**config.mk**
```make
export PLATFORM = sky130hd
export DESIGN_NAME = pipe_stage_skid
export DESIGN_NICKNAME = d
export VERILOG_FILES = /design/src/rtl/pipe_stage_skid_pkg.sv /design/src/rtl/pipe_stage_skid_slot.sv /design/src/rtl/pipe_stage_skid.sv
export SDC_FILE = /design/constraint.sdc
export NUM_CORES = 1
export LEC_CHECK = 0
export CAP_MARGIN = 20
export CORE_AREA = 10 10 115 117
export CTS_CLUSTER_DIAMETER = 100
export CTS_CLUSTER_SIZE = 30
export DETAILED_ROUTE_END_ITERATION = 6
export DIE_AREA = 0 0 125 127
export DONT_BUFFER_PORTS = 1
export GPL_ROUTABILITY_DRIVEN = 0
export PLACE_DENSITY = 0.77
export RECOVER_POWER = 25
export SLEW_MARGIN = 20
export SYNTH_ARGS = -nofsm -noshare
export SYNTH_HDL_FRONTEND = slang
export SYNTH_HIERARCHICAL = 1
export SYNTH_SLANG_ARGS = --single-unit
```
**constraint.sdc**
```tcl
create_clock -name clk -period 2.21 [get_ports clk]
set_input_delay 0.3315 -clock clk [delete_from_list [all_inputs] [get_ports clk]]
set_output_delay 0.3315 -clock clk [all_outputs]
set_load 0.02 [all_outputs]
```
**src/rtl/pipe_stage_skid_pkg.sv**
```systemverilog
// Shared state encoding and the default NOP word for the pipeline-stage register.
package pipe_stage_skid_pkg;

  // Encoding doubles as the occupancy count.
  typedef enum logic [1:0] {
    ST_EMPTY = 2'd0,
    ST_ONE   = 2'd1,
    ST_FULL  = 2'd2
  } state_t;

  localparam logic [31:0] MIPS_NOP = 32'h0000_0000;

endpackage

```
**src/rtl/pipe_stage_skid_slot.sv**
```systemverilog
// One payload+PC entry: a load-enabled register with asynchronous active-low clear.
module pipe_stage_skid_slot #(
  parameter int W = 64
) (
  input  logic         clk,
  input  logic         reset,
  input  logic         load,
  input  logic [W-1:0] d,
  output logic [W-1:0] q
);

  // NOTE: the data word is reset too, because out_instr/out_addr must read 0 straight out of reset.
  always_ff @(posedge clk or negedge reset) begin
    if (!reset) begin
      q <= '0;
    end else if (load) begin
      // NOTE: non-blocking so every flop samples pre-edge values regardless of block order.
      q <= d;
    end
  end

endmodule

```
**src/rtl/pipe_stage_skid.sv**
```systemverilog
// Valid/ready pipeline-stage register with flush-to-NOP, hold, and an optional 2-entry skid.
module pipe_stage_skid
  import pipe_stage_skid_pkg::*;
#(
  parameter int              DATA_W          = 32,
  parameter int              ADDR_W          = 32,
  parameter logic [DATA_W-1:0] NOP_VAL       = DATA_W'(MIPS_NOP),
  parameter bit              FLUSH_KEEP_ADDR = 1'b1,
  parameter bit              SKID            = 1'b1
) (
  input  logic              clk,
  input  logic              reset,
  input  logic              flush,
  input  logic              hold,
  input  logic              in_valid,
  output logic              in_ready,
  input  logic [DATA_W-1:0] in_instr,
  input  logic [ADDR_W-1:0] in_addr,
  output logic              out_valid,
  input  logic              out_ready,
  output logic [DATA_W-1:0] out_instr,
  output logic [ADDR_W-1:0] out_addr,
  output logic              out_bubble,
  output logic [1:0]        occupancy
);

  localparam int W = DATA_W + ADDR_W;

  state_t              state, state_next;
  logic                in_fire, out_fire;
  logic                main_load, main_from_skid, skid_load;
  logic [W-1:0]        main_d, main_q, skid_q;
  logic [ADDR_W-1:0]   flush_addr;

  assign out_valid  = (state != ST_EMPTY);
  assign out_fire   = out_valid & out_ready & ~hold;
  assign in_fire    = in_valid & in_ready;
  assign occupancy  = state;
  assign {out_instr, out_addr} = main_q;
  assign flush_addr = FLUSH_KEEP_ADDR ? out_addr : '0;

  // NOTE: every output of this block gets a default first, so no path can infer a latch.
  always_comb begin
    state_next     = state;
    main_load      = 1'b0;
    main_from_skid = 1'b0;
    skid_load      = 1'b0;
    if (flush) begin
      state_next = ST_EMPTY;
      main_load  = 1'b1;
    end else begin
      unique case (state)
        ST_EMPTY: if (in_fire) begin
          state_next = ST_ONE;
          main_load  = 1'b1;
        end
        ST_ONE: begin
          if (in_fire && out_fire) begin
            main_load = 1'b1;
          end else if (in_fire && SKID) begin
            state_next = ST_FULL;
            skid_load  = 1'b1;
          end else if (out_fire) begin
            state_next = ST_EMPTY;
          end
        end
        ST_FULL: if (out_fire) begin
          state_next     = ST_ONE;
          main_load      = 1'b1;
          main_from_skid = 1'b1;
        end
        default: state_next = ST_EMPTY;
      endcase
    end
  end

  always_comb begin
    main_d = {in_instr, in_addr};
    if (flush) begin
      main_d = {NOP_VAL, flush_addr};
    end else if (main_from_skid) begin
      main_d = skid_q;
    end
  end

  always_ff @(posedge clk or negedge reset) begin
    if (!reset) begin
      state      <= ST_EMPTY;
      out_bubble <= 1'b0;
    end else begin
      state <= state_next;
      if (flush) begin
        out_bubble <= 1'b1;
      end else if (main_load) begin
        out_bubble <= 1'b0;
      end
    end
  end

  pipe_stage_skid_slot #(.W(W)) u_main (
    .clk   (clk),
    .reset (reset),
    .load  (main_load),
    .d     (main_d),
    .q     (main_q)
  );

  generate
    if (SKID) begin : g_skid
      logic ready_q;

      pipe_stage_skid_slot #(.W(W)) u_skid (
        .clk   (clk),
        .reset (reset),
        .load  (skid_load),
        .d     ({in_instr, in_addr}),
        .q     (skid_q)
      );

      // Registered ready: only a transition into FULL closes the input side.
      always_ff @(posedge clk or negedge reset) begin
        if (!reset) begin
          ready_q <= 1'b1;
        end else begin
          ready_q <= (state_next != ST_FULL);
        end
      end

      assign in_ready = ready_q;
    end else begin : g_no_skid
      assign skid_q   = '0;
      assign in_ready = ~out_valid | out_fire;
    end
  endgenerate

endmodule

```
# Word level (Yosys, flattened, before mapping)
# Cells that the tools add are included.
# totals
regBits,132
inputBits,70
out_inout_bits,69
wordCells,40
# op_classes
n_eq_ne,3
n_mux,21
bitwise_logic,5
reduce_logical,5
# ops
cell,count
$mux W64,2
$mux W2,6
$mux W1,11
$pmux W2 S3,1
$reduce_bool A2 Y1,2
$and A1 B1 Y1,3
$pmux W1 S3,1
$eq A2 B1 Y1 const B,1
$eq A2 B2 Y1 const B,1
$logic_not A2 Y1,1
$ne A2 B2 Y1 const B,1
$not A1 Y1,2
$reduce_and A2 Y1,1
$logic_and A1 B1 Y1,1

# Longest topological paths before layout
# Gate-level depths: netlist of the first run.
# logic_depth
word_depth,9
ltp_mapped,7
depth_no_buf,4

# By module
# The synthesis of the first run kept the hierarchy.
# modules_own_cells
module,instances,cells_per_inst,area_each_um2,seq_area_each_um2
pipe_stage_skid_slot,2,135,2678.8,1601.5
pipe_stage_skid,1,235,1363.8,101.3

# Worst setup path before layout of the first run
# OpenSTA, ideal clock, no wires.
# synth_path
kind,register -> register
from,"register state[0], in the netlist occupancy[0]"
to,register u_main.q[10]
setup_time_ns,0.125
arrival_time_ns,1.807
t_required_ns,2.085
setup_slack_ns,0.278
path_stages_with_launch,7
n_path_buf,2
synth_period_minus_slack_ns,1.932
cell_sequence,dfrtp_1 > or2_2 > o21a_1 > nand3b_1 > buf_6 > buf_12 > mux2_4
# synth_via
elab_chain_cells,8
word_cells_on_any_way,15
cone_classes,2 x eq/ne; 7 x mux; 2 x bitwise; 4 x reduce/logical
# synth_lines
item,line,source
from (decl),pipe_stage_skid.sv:29,"state_t state, state_next;"
from (signal assigned),pipe_stage_skid.sv:91,state <= state_next;
$reduce_bool A2 Y1 *,pipe_stage_skid.sv:35,assign out_valid = (state != ST_EMPTY);
named net out_valid,pipe_stage_skid.sv:19,"output logic out_valid,"
$and A1 B1 Y1 * (2 in a row),pipe_stage_skid.sv:36,assign out_fire = out_valid & out_ready & ~hold;
$logic_and A1 B1 Y1,pipe_stage_skid.sv:58,if (in_fire && out_fire) begin
$mux W1,pipe_stage_skid.sv:58,
$pmux W1 S3 *,pipe_stage_skid.sv:52,unique case (state)
$mux W1 *,pipe_stage_skid.sv:48,if (flush) begin
named net main_load,pipe_stage_skid.sv:31,"logic main_load, main_from_skid, skid_load;"
$reduce_and A2 Y1 (no source line) *,n/a,
to (signal assigned),pipe_stage_skid_slot.sv:15,q <= '0;
to (signal assigned),pipe_stage_skid_slot.sv:18,q <= d;
to (decl),pipe_stage_skid_slot.sv:9,output logic [W-1:0] q
# The timed path passes the listed nets; every way through them passes the cells marked *.
# A chain may end at the register's enable or synchronous reset.

# Worst setup path in the final report of the first run
# layout_path
from,"register state[1], in the netlist occupancy[1]"
to,register u_main.q[1]
# layout_via
elab_chain_cells,8
word_cells_on_any_way,15
cone_classes,2 x eq/ne; 7 x mux; 2 x bitwise; 4 x reduce/logical
# layout_lines
item,line
$reduce_bool A2 Y1,pipe_stage_skid.sv:35
$and A1 B1 Y1 (2 in a row),pipe_stage_skid.sv:36
$logic_and A1 B1 Y1,pipe_stage_skid.sv:58
$mux W1,pipe_stage_skid.sv:58
$pmux W1 S3 *,pipe_stage_skid.sv:52
$mux W1 *,pipe_stage_skid.sv:48
named net main_load,pipe_stage_skid.sv:31
$reduce_and A2 Y1 (no source line) *,n/a
# Marked as above.

==> reports/qor.csv, run 1 <==
stage,metric,value,unit
outcome,status,finished with violations,
outcome,failing checks,hold timing,
timing,Slew Limit Fails,0,
routing,routed via count,3818,
floorplanning,IO Count,139,
synth,"EDFF count, synth",0,
worst_setup_path,RR Endpoint,u_main/q[1],
timing,Setup TNS,0,ns
cts,post-cts sizing count,0,
timing,RSZ-0062 raised after global routing,false,
routing,Routed Wire Length,14530,µm
synth,number of synthesis warnings,6,
global_routing,GRT Resource Usage Total,18.27,%
timing,final setup skew,0.008833,ns
cts,CTS root buf,clkbuf_16,
global_routing,vias in the first global route,4179,
routing,initial detailed-routing violation count,354,
synth,"top cells by area, synth","dfrtp_1, mux2_4, nand2_1",
worst_setup_path,Critical Path Start Type,flip-flop,
power,Net Switching,2.024,mW
routing,DR vias/cell,5.838,
cts,H-Tree Depth,4,
run,Max Cap Viol,0,
layout,Syn-to-layout area delta,7.967,%
synth,post-synthesis net count,575,
timing,Slew @ Worst Pin,0.4161,ns
layout,Final Net Count,569,
power,Total Power,7.730,mW
power,logic gate share of total power,16.4,%
layout,share of post-route cells with drive strength above 1,34.05,%
routing,first-pass iteration count of the detailed router,4,
synth,Netlist cell types,28,
synth,"area leader, netlist",dfrtp_1,
power,Sequential Power Share,47.8,%
routing,WL/cell,22.22,µm
power,switching portion of total power,26.18,%
floorplanning,Die Width,125,µm
floorplanning,row count,39,
timing,Slew headroom,72.26,%
power,Worst VDD drop,0.0007411,V
worst_setup_path,WP data required,2.50,ns
cts,Hold Buf Count CTS,1,
worst_setup_path,reg2reg start,occupancy[1],
global_routing,largest net degree at the start of global routing,133,
timing,Peak Freq,0.4890,GHz
global_routing,first-pass GRT wire length,23580,µm
power,Power Density,1065,mW/mm²
cts,Num CTS Buffers,17,
cts,latest clock arrival within the worst-skew pair,0.41,ns
floorplanning,Initial Util,60.41,%
worst_setup_path,Crit Path Class,flip-flop to flip-flop,
synth,Mapped Cells,505,
power,clock power share,35.8,%
global_routing,initial antenna violation count,0,
layout,Fillers,802,
global_routing,grt ovf,0,
place,detailed placement HPWL,9328,µm
floorplanning,core region area,0.01113,mm²
worst_setup_path,CP max FO,34,
layout,total inserted antenna cells,0,
synth,Yosys reg bits,132,
worst_setup_path,critical path capture point type,flip-flop,
cts,clock transition at the registers of the reported paths,0.06,ns
routing,Post-DRT Antenna Nets,0,
cts,CTS max path bufs,2,
timing,final hold vios,132,
place,I/O Buffers,0,
worst_setup_path,Worst Path Arrival,2.34,ns
synth,"Top FF cell, synth",dfrtp_1,
synth,Syn Area/Cell,13.31,µm²
place,# placed instances,622,
routing,Post-route DRC,0,
synth,sequential-to-total area share from yosys stat,49.16,%
timing,Tmin final,2.045,ns
power,internal power,5.706,mW
floorplanning,Die H,127,µm
cts,post-CTS setup buffers,0,
worst_setup_path,Worst R2R Setup Slack,0.17,ns
synth,Synth top area share,48.77,%
timing,final setup violating endpoints,0,
min_path,HP Class,input port to asynchronous set/reset pin,
floorplanning,die footprint,0.01588,mm²
timing,hold_ws,-0.3859,ns
synth,asr flop ratio synth,100.0,%
layout,final std cells w/o fill,654,
power,Static Leak,3.615,nW
cts,CTS sink cnt,132,
timing,fin crit share,92.53,%
synth,cell area after synthesis,0.006721,mm²
worst_setup_path,worst-case reg-to-reg path depth,5,
cts,CTS tree,done,
## cells in the final DEF (no fill, tap or decap), types with 2 or more instances in the layout
cell and instances:
a21oi_1 32, buf_12 5, buf_4 5, bufinv_16 2, clkbuf_16 17, clkbuf_8 4
clkinv_2 4, clkinvlp_4 3, dfrtp_1 131, mux2_2 8, mux2_4 120, mux2i_1 32
nand2_1 99, o21ai_0 14, o21ai_1 18
## registers in the layout, summed over array words and instances (netlist names)
name,cells
occupancy,2
out_bubble,1
in_ready,1
g_skid.u_skid/q,64
u_main/q,64
## cell usage after synthesis (all sizes together), types with 2 or more instances
library cell and count:
dfrtp 131, a21oi 32, buf 26, clkbuf 10, nand2 99, mux2i 32, o21ai 32, nand4bb 2
mux2 128
## kinds of logic (layout without fill, tap and decap cells)
| kind of cell | after synthesis | count (layout) | synth area share (%) |
|---|---|---|---|
| AND/OR/NAND/NOR | 108 | 108 | 6.646 |
| AO/OA/AOI/OAI | 69 | 69 | 5.343 |
| buffers and inverters | 36 | 42 | 5.938 |
| flip-flops | 132 | 132 | 49.16 |
| multiplexers | 160 | 160 | 32.91 |
## worst max-delay path: stages, from the launching register on
cell and delay, ns:
dfrtp_1 0.45, or2_2 0.32, o21a_1 0.22, nand3b_1 0.21
buf_12 0.30, mux2_2 0.38
## worst max-delay path by stage
stage                     slack, ns           end  cells past startpoint         start
final                          0.17   u_main/q[1]                      5  occupancy[1]
after global routing            0.1   u_main/q[1]                      5  occupancy[0]
after CTS                      0.16   u_main/q[1]                      5  occupancy[0]
after detailed placement       0.18   u_main/q[1]                      5  occupancy[0]
after global placement         0.26   u_main/q[1]                      5  occupancy[0]
after floorplan                0.28  u_main/q[10]                      6  occupancy[0]
## final cells by class
cell class,count,area [µm²],share of cell area [%]
sequential,132,3304,45.53
multi-input combinational,337,3039,41.88
clock buffer,22,484.2,6.672
tap,143,178.9,2.466
timing repair buffer,11,147.6,2.034
clock inverter,9,102.6,1.414
## per-stage QoR
stage | setup slack [ns] | instance area (µm²) | util (%)
floorplan | 0.2782 | 6721 | -
global placement | 0.2563 | 6660 | 59.86
CTS | 0.1619 | 7257 | 65.23
detailed placement | 0.1789 | 6660 | 59.86
finish | 0.1650 | 7257 | 65.23
global route | 0.09963 | 7257 | 65.23
## power by group through the flow
stage	clock network, mW	registers, mW	logic (mW)
CTS	2.83	3.70	1.28
floorplan	0	3.57	1.20
finish	2.76	3.69	1.27
global placement	0	3.68	1.21
detailed placement	0	3.71	1.27
global route	2.92	3.78	1.36
## per-layer routing
layer / part of all wire, % / global-route usage [%] / wire length, µm / up-vias
met5: 0 / 0 / 0 / -
met4: 1.0 / 6.098 / 146 / 0
met3: 10 / 9.429 / 1493 / 13
met2: 48 / 28.05 / 7024 / 120
met1: 40 / 21.79 / 5867 / 1950
li1: - / - / - / 1735
Note: power is estimated with default switching activity, not from simulation.
==> run 2: changes to the inputs <==
--- a/config.mk
+++ b/config.mk
@@ -8,5 +8,5 @@
 export CAP_MARGIN = 20
 export CORE_AREA = 10 10 115 117
-export CTS_CLUSTER_DIAMETER = 100
+export CTS_CLUSTER_DIAMETER = 40
 export CTS_CLUSTER_SIZE = 30
 export DETAILED_ROUTE_END_ITERATION = 6
@@ -14,5 +14,5 @@
 export DONT_BUFFER_PORTS = 1
 export GPL_ROUTABILITY_DRIVEN = 0
-export PLACE_DENSITY = 0.77
+export PLACE_DENSITY_LB_ADDON = 0.2
 export RECOVER_POWER = 25
 export SLEW_MARGIN = 20
==> constraint.sdc (replaced) <==
create_clock -name clk -period 2.21 [get_ports clk]
set_input_delay 0.442 -clock clk [delete_from_list [all_inputs] [get_ports clk]]
set_output_delay 0.442 -clock clk [all_outputs]
set_load 0.02 [all_outputs]
==> run 2 against run 1 <==
- the flow still finishes with violations (hold timing)
- routed wire length is 0.32% lower
- die area stayed put
- via count is 1.7% lower
- maximum frequency up 0.24%
- critical path depth unchanged
- core utilization grew 0.24 points
- combinational power is essentially flat
- count of clock-buffer cells in the layout grew 7
- first-iteration DRC count is 11% lower
- critical endpoint is now u_main/q[61]
==> reports/qor.csv, run 2 (synthesis gave the netlist of run 1 again) <==
stage,metric,value,unit,change
outcome,status,finished with violations,,
outcome,failing checks,hold timing,,
floorplanning,Die H,127,µm,unchanged
cts,Num CTS Buffers,17,,unchanged
cts,CTS sink cnt,132,,unchanged
routing,routed via count,3754,,-1.7%
power,switching portion of total power,25.67,%,-0.51 points
floorplanning,core region area,0.01113,mm²,unchanged
timing,Slew Limit Fails,0,,unchanged
cts,CTS tree,done,,
worst_setup_path,Worst Path Buf+Inv,1,,unchanged
global_routing,grt peak-use layer,met2,,
power,Net Switching,1.990,mW,-1.7%
layout,total inserted antenna cells,0,,unchanged
min_path,HP Class,input port to asynchronous set/reset pin,,
floorplanning,Die Width,125,µm,unchanged
global_routing,met1 Use GR,21.31,%,-0.48 points
power,Static Leak,3.638,nW,+0.64%
cts,CTS max path bufs,2,,unchanged
worst_setup_path,CP max FO,26,,-24%
layout,Final Net Count,570,,+0.18%
worst_setup_path,Critical Path Start Type,flip-flop,,
worst_setup_path,crit path from,occupancy[0],,
power,clock power share,35.9,%,about the same
layout,share of post-route cells with drive strength above 1,33.98,%,-0.067 points
global_routing,first-pass GRT wire length,23070,µm,-2.2%
worst_setup_path,Worst R2R Setup Slack,0.17,ns,about the same
timing,Setup TNS,0,ns,unchanged
worst_setup_path,CP Depth,5,,unchanged
floorplanning,IO Count,139,,unchanged
worst_setup_path,worst-case reg-to-reg path depth,5,,unchanged
worst_setup_path,crit path max-delay cell type,dfrtp_1,,
global_routing,GRT Resource Usage Total,18.01,%,-0.25 points
worst_setup_path,reg2reg start,occupancy[0],,
worst_setup_path,max incr delay on CP,0.44,ns,about the same
power,Sequential Power Share,47.6,%,-0.2 points
floorplanning,die footprint,0.01588,mm²,unchanged
worst_setup_path,critical path endpoint,u_main/q[61],,
timing,final hold vios,132,,unchanged
global_routing,vias in the first global route,4020,,-3.8%
power,internal power,5.761,mW,+0.96%
worst_setup_path,Crit Path Class,flip-flop to flip-flop,,
cts,CTS root buf,clkbuf_16,,
routing,WL/cell,22.11,µm,-0.47%
timing,Slew headroom,53.09,%,-19 points
timing,hold_ws,-0.2747,ns,+0.1112 ns
worst_setup_path,critical path capture point type,flip-flop,,
cts,post-CTS setup buffers,0,,unchanged
global_routing,met3 Resource Use GR,8.519,%,-0.91 points
routing,first-pass iteration count of the detailed router,4,,unchanged
worst_setup_path,Worst Path Arrival,2.33,ns,about the same
place,I/O Buffers,0,,unchanged
timing,Tmin final,2.040,ns,-0.004910 ns
worst_setup_path,Top delay family on crit path,simple AND/OR/NAND/NOR gates,,
floorplanning,row count,39,,unchanged
cts,latest clock arrival within the worst-skew pair,0.41,ns,about the same
cts,H-Tree Depth,4,,unchanged
floorplanning,Initial Util,60.41,%,unchanged
layout,final std cells w/o fill,655,,+0.15%
worst_setup_path,WP data required,2.50,ns,about the same
global_routing,global-route met2 utilization,28.54,%,+0.49 points
worst_setup_path,RR Endpoint,u_main/q[61],,
timing,final setup skew,0.006767,ns,-0.002066 ns
timing,Peak Freq,0.4902,GHz,+0.24%
run,Max Cap Viol,0,,unchanged
power,Power Density,1064,mW/mm²,about the same
power,logic gate share of total power,16.5,%,about the same
timing,Slew @ Worst Pin,0.7037,ns,+0.2877 ns
cts,post-cts sizing count,0,,unchanged
routing,initial detailed-routing violation count,314,,-11%
routing,Post-route DRC,0,,unchanged
timing,RSZ-0062 raised after global routing,false,,
timing,final setup violating endpoints,0,,unchanged
place,detailed placement HPWL,9255,µm,-0.78%
global_routing,grt ovf,0,,unchanged
global_routing,initial antenna violation count,0,,unchanged
routing,DR vias/cell,5.731,,-1.8%
place,# placed instances,624,,+0.32%
layout,Syn-to-layout area delta,8.358,%,
layout,"most common cell after layout, fill and taps aside",dfrtp_1,,
routing,Routed Wire Length,14490,µm,-0.32%
power,Worst VDD drop,0.0006382,V,-14%
routing,Post-DRT Antenna Nets,0,,unchanged
worst_setup_path,CP cell instances,or2_2 -> o21a_1 -> nand3b_1 -> buf_12 -> mux2_2,,
timing,fin crit share,92.31,%,-0.22 points
cts,clock transition at the registers of the reported paths,0.05,ns,about the same
layout,most frequent cells in the layout,"dfrtp_1, mux2_4, nand2_1, a21oi_1, mux2i_1",,
layout,Fillers,793,,-1.1%
global_routing,largest net degree at the start of global routing,133,,unchanged
run 2: cell types whose count changed in the layout (fill, tap and decap cells not counted):
| cell | change |
|---|---|
| clkinv_2 | -3 |
| dlygate4sd3_1 | -1 |
| buf_12 | +1 |
| clkinvlp_4 | -3 |
| clkbuf_1 | +2 |
| buf_4 | +1 |
| bufinv_16 | -1 |
| clkbuf_8 | +5 |
run 2: layer usage:
metal,up-vias,part of all wire [%]
met4,0,1.2
met5,-,0
li1,1731,-
met2,110,49
met3,12,9.1
met1,1901,41
run 2: final cells by class:
class | instances | area, µm² | share of cell area [%]
clock buffer | 29 | 560.5 | 7.696
clock inverter | 2 | 35.03 | 0.4810
multi-input combinational | 337 | 3039 | 41.73
sequential | 132 | 3304 | 45.37
tap | 143 | 178.9 | 2.457
timing repair buffer | 12 | 165.2 | 2.268
run 2: stage by stage:
stage	power [mW]	area, µm²	hold slack, ns	util (%)	setup WS (ns)
2_1_floorplan	4.764	6721	0.1464	-	0.2782
3_3_place_gp	4.902	6688	0.1507	60.11	0.2440
3_5_place_dp	4.989	6688	0.1509	60.11	0.1646
4_1_cts	7.812	7283	-0.2887	65.46	0.1564
5_1_grt	8.072	7283	-0.2988	65.46	0.06149
6_report	7.751	7283	-0.2747	65.46	0.1699
run 2: power groups by stage:
stage | registers, mW | clock network, mW | logic [mW]
global route | 3.78 | 2.93 | 1.37
finish | 3.69 | 2.78 | 1.28
detailed placement | 3.71 | 0 | 1.28
global placement | 3.68 | 0 | 1.22
CTS | 3.70 | 2.83 | 1.28
floorplan | 3.57 | 0 | 1.20
run 2: how the worst min path moves through the flow:
stage,startpoint,to,slack (ns),cells after the start
floorplan,reset,g_skid.u_skid/q[0],0.15,0
global placement,reset,u_main/q[62],0.15,0
detailed placement,reset,u_main/q[62],0.15,0
CTS,reset,g_skid.u_skid/q[46],-0.29,0
global route,reset,g_skid.u_skid/q[62],-0.30,0
finish,reset,u_main/q[60],-0.27,0
==> run 3: changes to the inputs <==
==> constraint.sdc (replaced) <==
create_clock -name clk -period 2.21 [get_ports clk]
set_input_delay 0.442 -clock clk [delete_from_list [all_inputs] [get_ports clk]]
set_output_delay 0.442 -clock clk [all_outputs]
set_load 0.01 [all_outputs]
==> run 3 against run 2 <==
- the run still ends with hold timing left
- clock power fell by 9.7%
- flip-flop and latch count unchanged
- core utilization is 0.40 points lower
- count of clock-buffer cells in the layout fell by 4
- hold slack better by 0.0015 ns
- critical path depth unchanged
- die area unchanged
- critical endpoint is now u_main/q[1]
- largest power group unchanged
- highest routed layer unchanged
==> reports/qor.csv, run 3 (synthesis gave the netlist of run 1 again) <==
stage,metric,value,unit,change
global_routing,first-pass GRT wire length,23400,µm,+1.4%
place,detailed placement HPWL,9204,µm,-0.55%
place,pre-CTS setup slack,0.1481,ns,-0.01648 ns
timing,Slew headroom,54.26,%,+1.2 points
worst_setup_path,Critical Path Start Type,flip-flop,,
timing,Tmin final,2.065,ns,+0.02520 ns
timing,RSZ-0062 raised after global routing,false,,
cts,post-CTS setup buffers,0,,unchanged
run,Max Cap Viol,0,,unchanged
place,I/O Buffers,0,,unchanged
routing,Routed Wire Length,14170,µm,-2.2%
routing,routed via count,3740,,-0.37%
timing,fin crit share,93.45,%,+1.1 points
timing,Setup TNS,0,ns,unchanged
cts,Num CTS Buffers,17,,unchanged
timing,final setup skew,0.005119,ns,-0.001648 ns
power,Static Leak,3.618,nW,-0.54%
layout,"most common cell after layout, fill and taps aside",dfrtp_1,,
timing,Peak Freq,0.4842,GHz,-1.2%
floorplanning,die footprint,0.01588,mm²,unchanged
routing,initial detailed-routing violation count,267,,-15%
global_routing,largest net degree at the start of global routing,133,,unchanged
routing,Post-DRT Antenna Nets,0,,unchanged
timing,Slew Limit Fails,0,,unchanged
cts,CTS root buf,clkbuf_16,,
worst_setup_path,critical path capture point type,flip-flop,,
routing,first-pass iteration count of the detailed router,4,,unchanged
cts,CTS sink cnt,132,,unchanged
timing,final hold vios,132,,unchanged
worst_setup_path,Crit Path Class,flip-flop to flip-flop,,
power,Power Density,1012,mW/mm²,-4.9%
timing,min setup slack post-route,0.1447,ns,-0.02520 ns
routing,Post-route DRC,0,,unchanged
global_routing,grt ovf,0,,unchanged
cts,CTS max path bufs,2,,unchanged
timing,Slew @ Worst Pin,0.6862,ns,-0.01755 ns
cts,clock transition at the registers of the reported paths,0.05,ns,about the same
routing,WL/cell,21.63,µm,-2.2%
power,Worst VDD drop,0.0007279,V,+14%
worst_setup_path,Worst Path Arrival,2.35,ns,+0.02 ns
floorplanning,Initial Util,60.41,%,unchanged
timing,final setup violating endpoints,0,,unchanged
floorplanning,IO Count,139,,unchanged
cts,latest clock arrival within the worst-skew pair,0.41,ns,about the same
worst_setup_path,CP max FO,39,,+50%
floorplanning,row count,39,,unchanged
layout,most frequent cells in the layout,"dfrtp_1, mux2_4, nand2_1, a21oi_1, mux2i_1",,
global_routing,initial antenna violation count,0,,unchanged
min_path,HP Class,input port to asynchronous set/reset pin,,
outcome,failing checks,hold timing,,
routing,DR vias/cell,5.710,,-0.37%
layout,share of post-route cells with drive strength above 1,33.98,%,unchanged
layout,Syn-to-layout area delta,7.688,%,
outcome,status,finished with violations,,
floorplanning,Die H,127,µm,unchanged
floorplanning,Die Width,125,µm,unchanged
floorplanning,core region area,0.01113,mm²,unchanged
global_routing,vias in the first global route,4155,,+3.4%
timing,hold_ws,-0.2732,ns,+0.001504 ns
cts,CTS tree,done,,
global_routing,GRT Resource Usage Total,18.13,%,+0.12 points
worst_setup_path,WP data required,2.50,ns,about the same
cts,post-cts sizing count,0,,unchanged
cts,H-Tree Depth,4,,unchanged
layout,total inserted antenna cells,0,,unchanged
layout,Final Net Count,571,,+0.18%
-- run 3: cell count changes in the layout (fill, tap and decap cells not counted) --
cell / change
clkbuf_8: -4
clkinv_2: +4
buf_12: +1
bufinv_16: -1
-- run 3: worst max-delay path: stages, from the launching register on --
cell and delay, ns:
dfrtp_1 0.45, or2_2 0.34, o21a_1 0.22, nand3b_1 0.21, buf_12 0.33, mux2_2 0.38
-- run 3: layout make-up --
type | instances | area [µm²]
fill | 841 | 3887
sequential | 132 | 3304
multi-input combinational | 337 | 3039
clock buffer | 25 | 505.5
timing repair buffer | 13 | 185.2
tap | 143 | 178.9
clock inverter | 5 | 25.02
-- run 3: through the flow --
stage,area [µm²],cells,total power [mW],utilization [%]
3_5_place_dp,6708,625,4.843,60.29
6_report,7238,655,7.323,65.06
3_3_place_gp,6708,625,4.757,60.29
5_1_grt,7238,655,7.675,65.06
2_1_floorplan,6721,505,4.623,-
4_1_cts,7238,655,7.412,65.06
-- run 3: routing by layer --
layer	track usage, %	share of wire (%)	up-vias	routed length, µm
li1	-	-	1737	-
met2	29.31	49	103	6955
met1	20.95	41	1883	5775
met3	8.271	8.9	17	1260
met5	0	0	-	0
met4	6.369	1.2	0	176
-- run 3: worst paths after layout --
path	startpoint	to	slack, ns	cells past startpoint
max	occupancy[0]	u_main/q[1]	0.14	5
min	reset	g_skid.u_skid/q[62]	-0.27	0
max reg2reg	occupancy[0]	u_main/q[1]	0.14	5
min reg2reg	g_skid.u_skid/q[8]	g_skid.u_skid/q[8]	0.51	1
max in group asynchronous	reset	in_ready	2.28	0
min in group clk	flush	occupancy[0]	0.13	1
-- run 3: where the power goes --
group / switching (mW) / internal, mW
clock: 0.954 / 1.56
combinational: 0.346 / 0.918
sequential: 0.516 / 3.03
total: 1.82 / 5.51
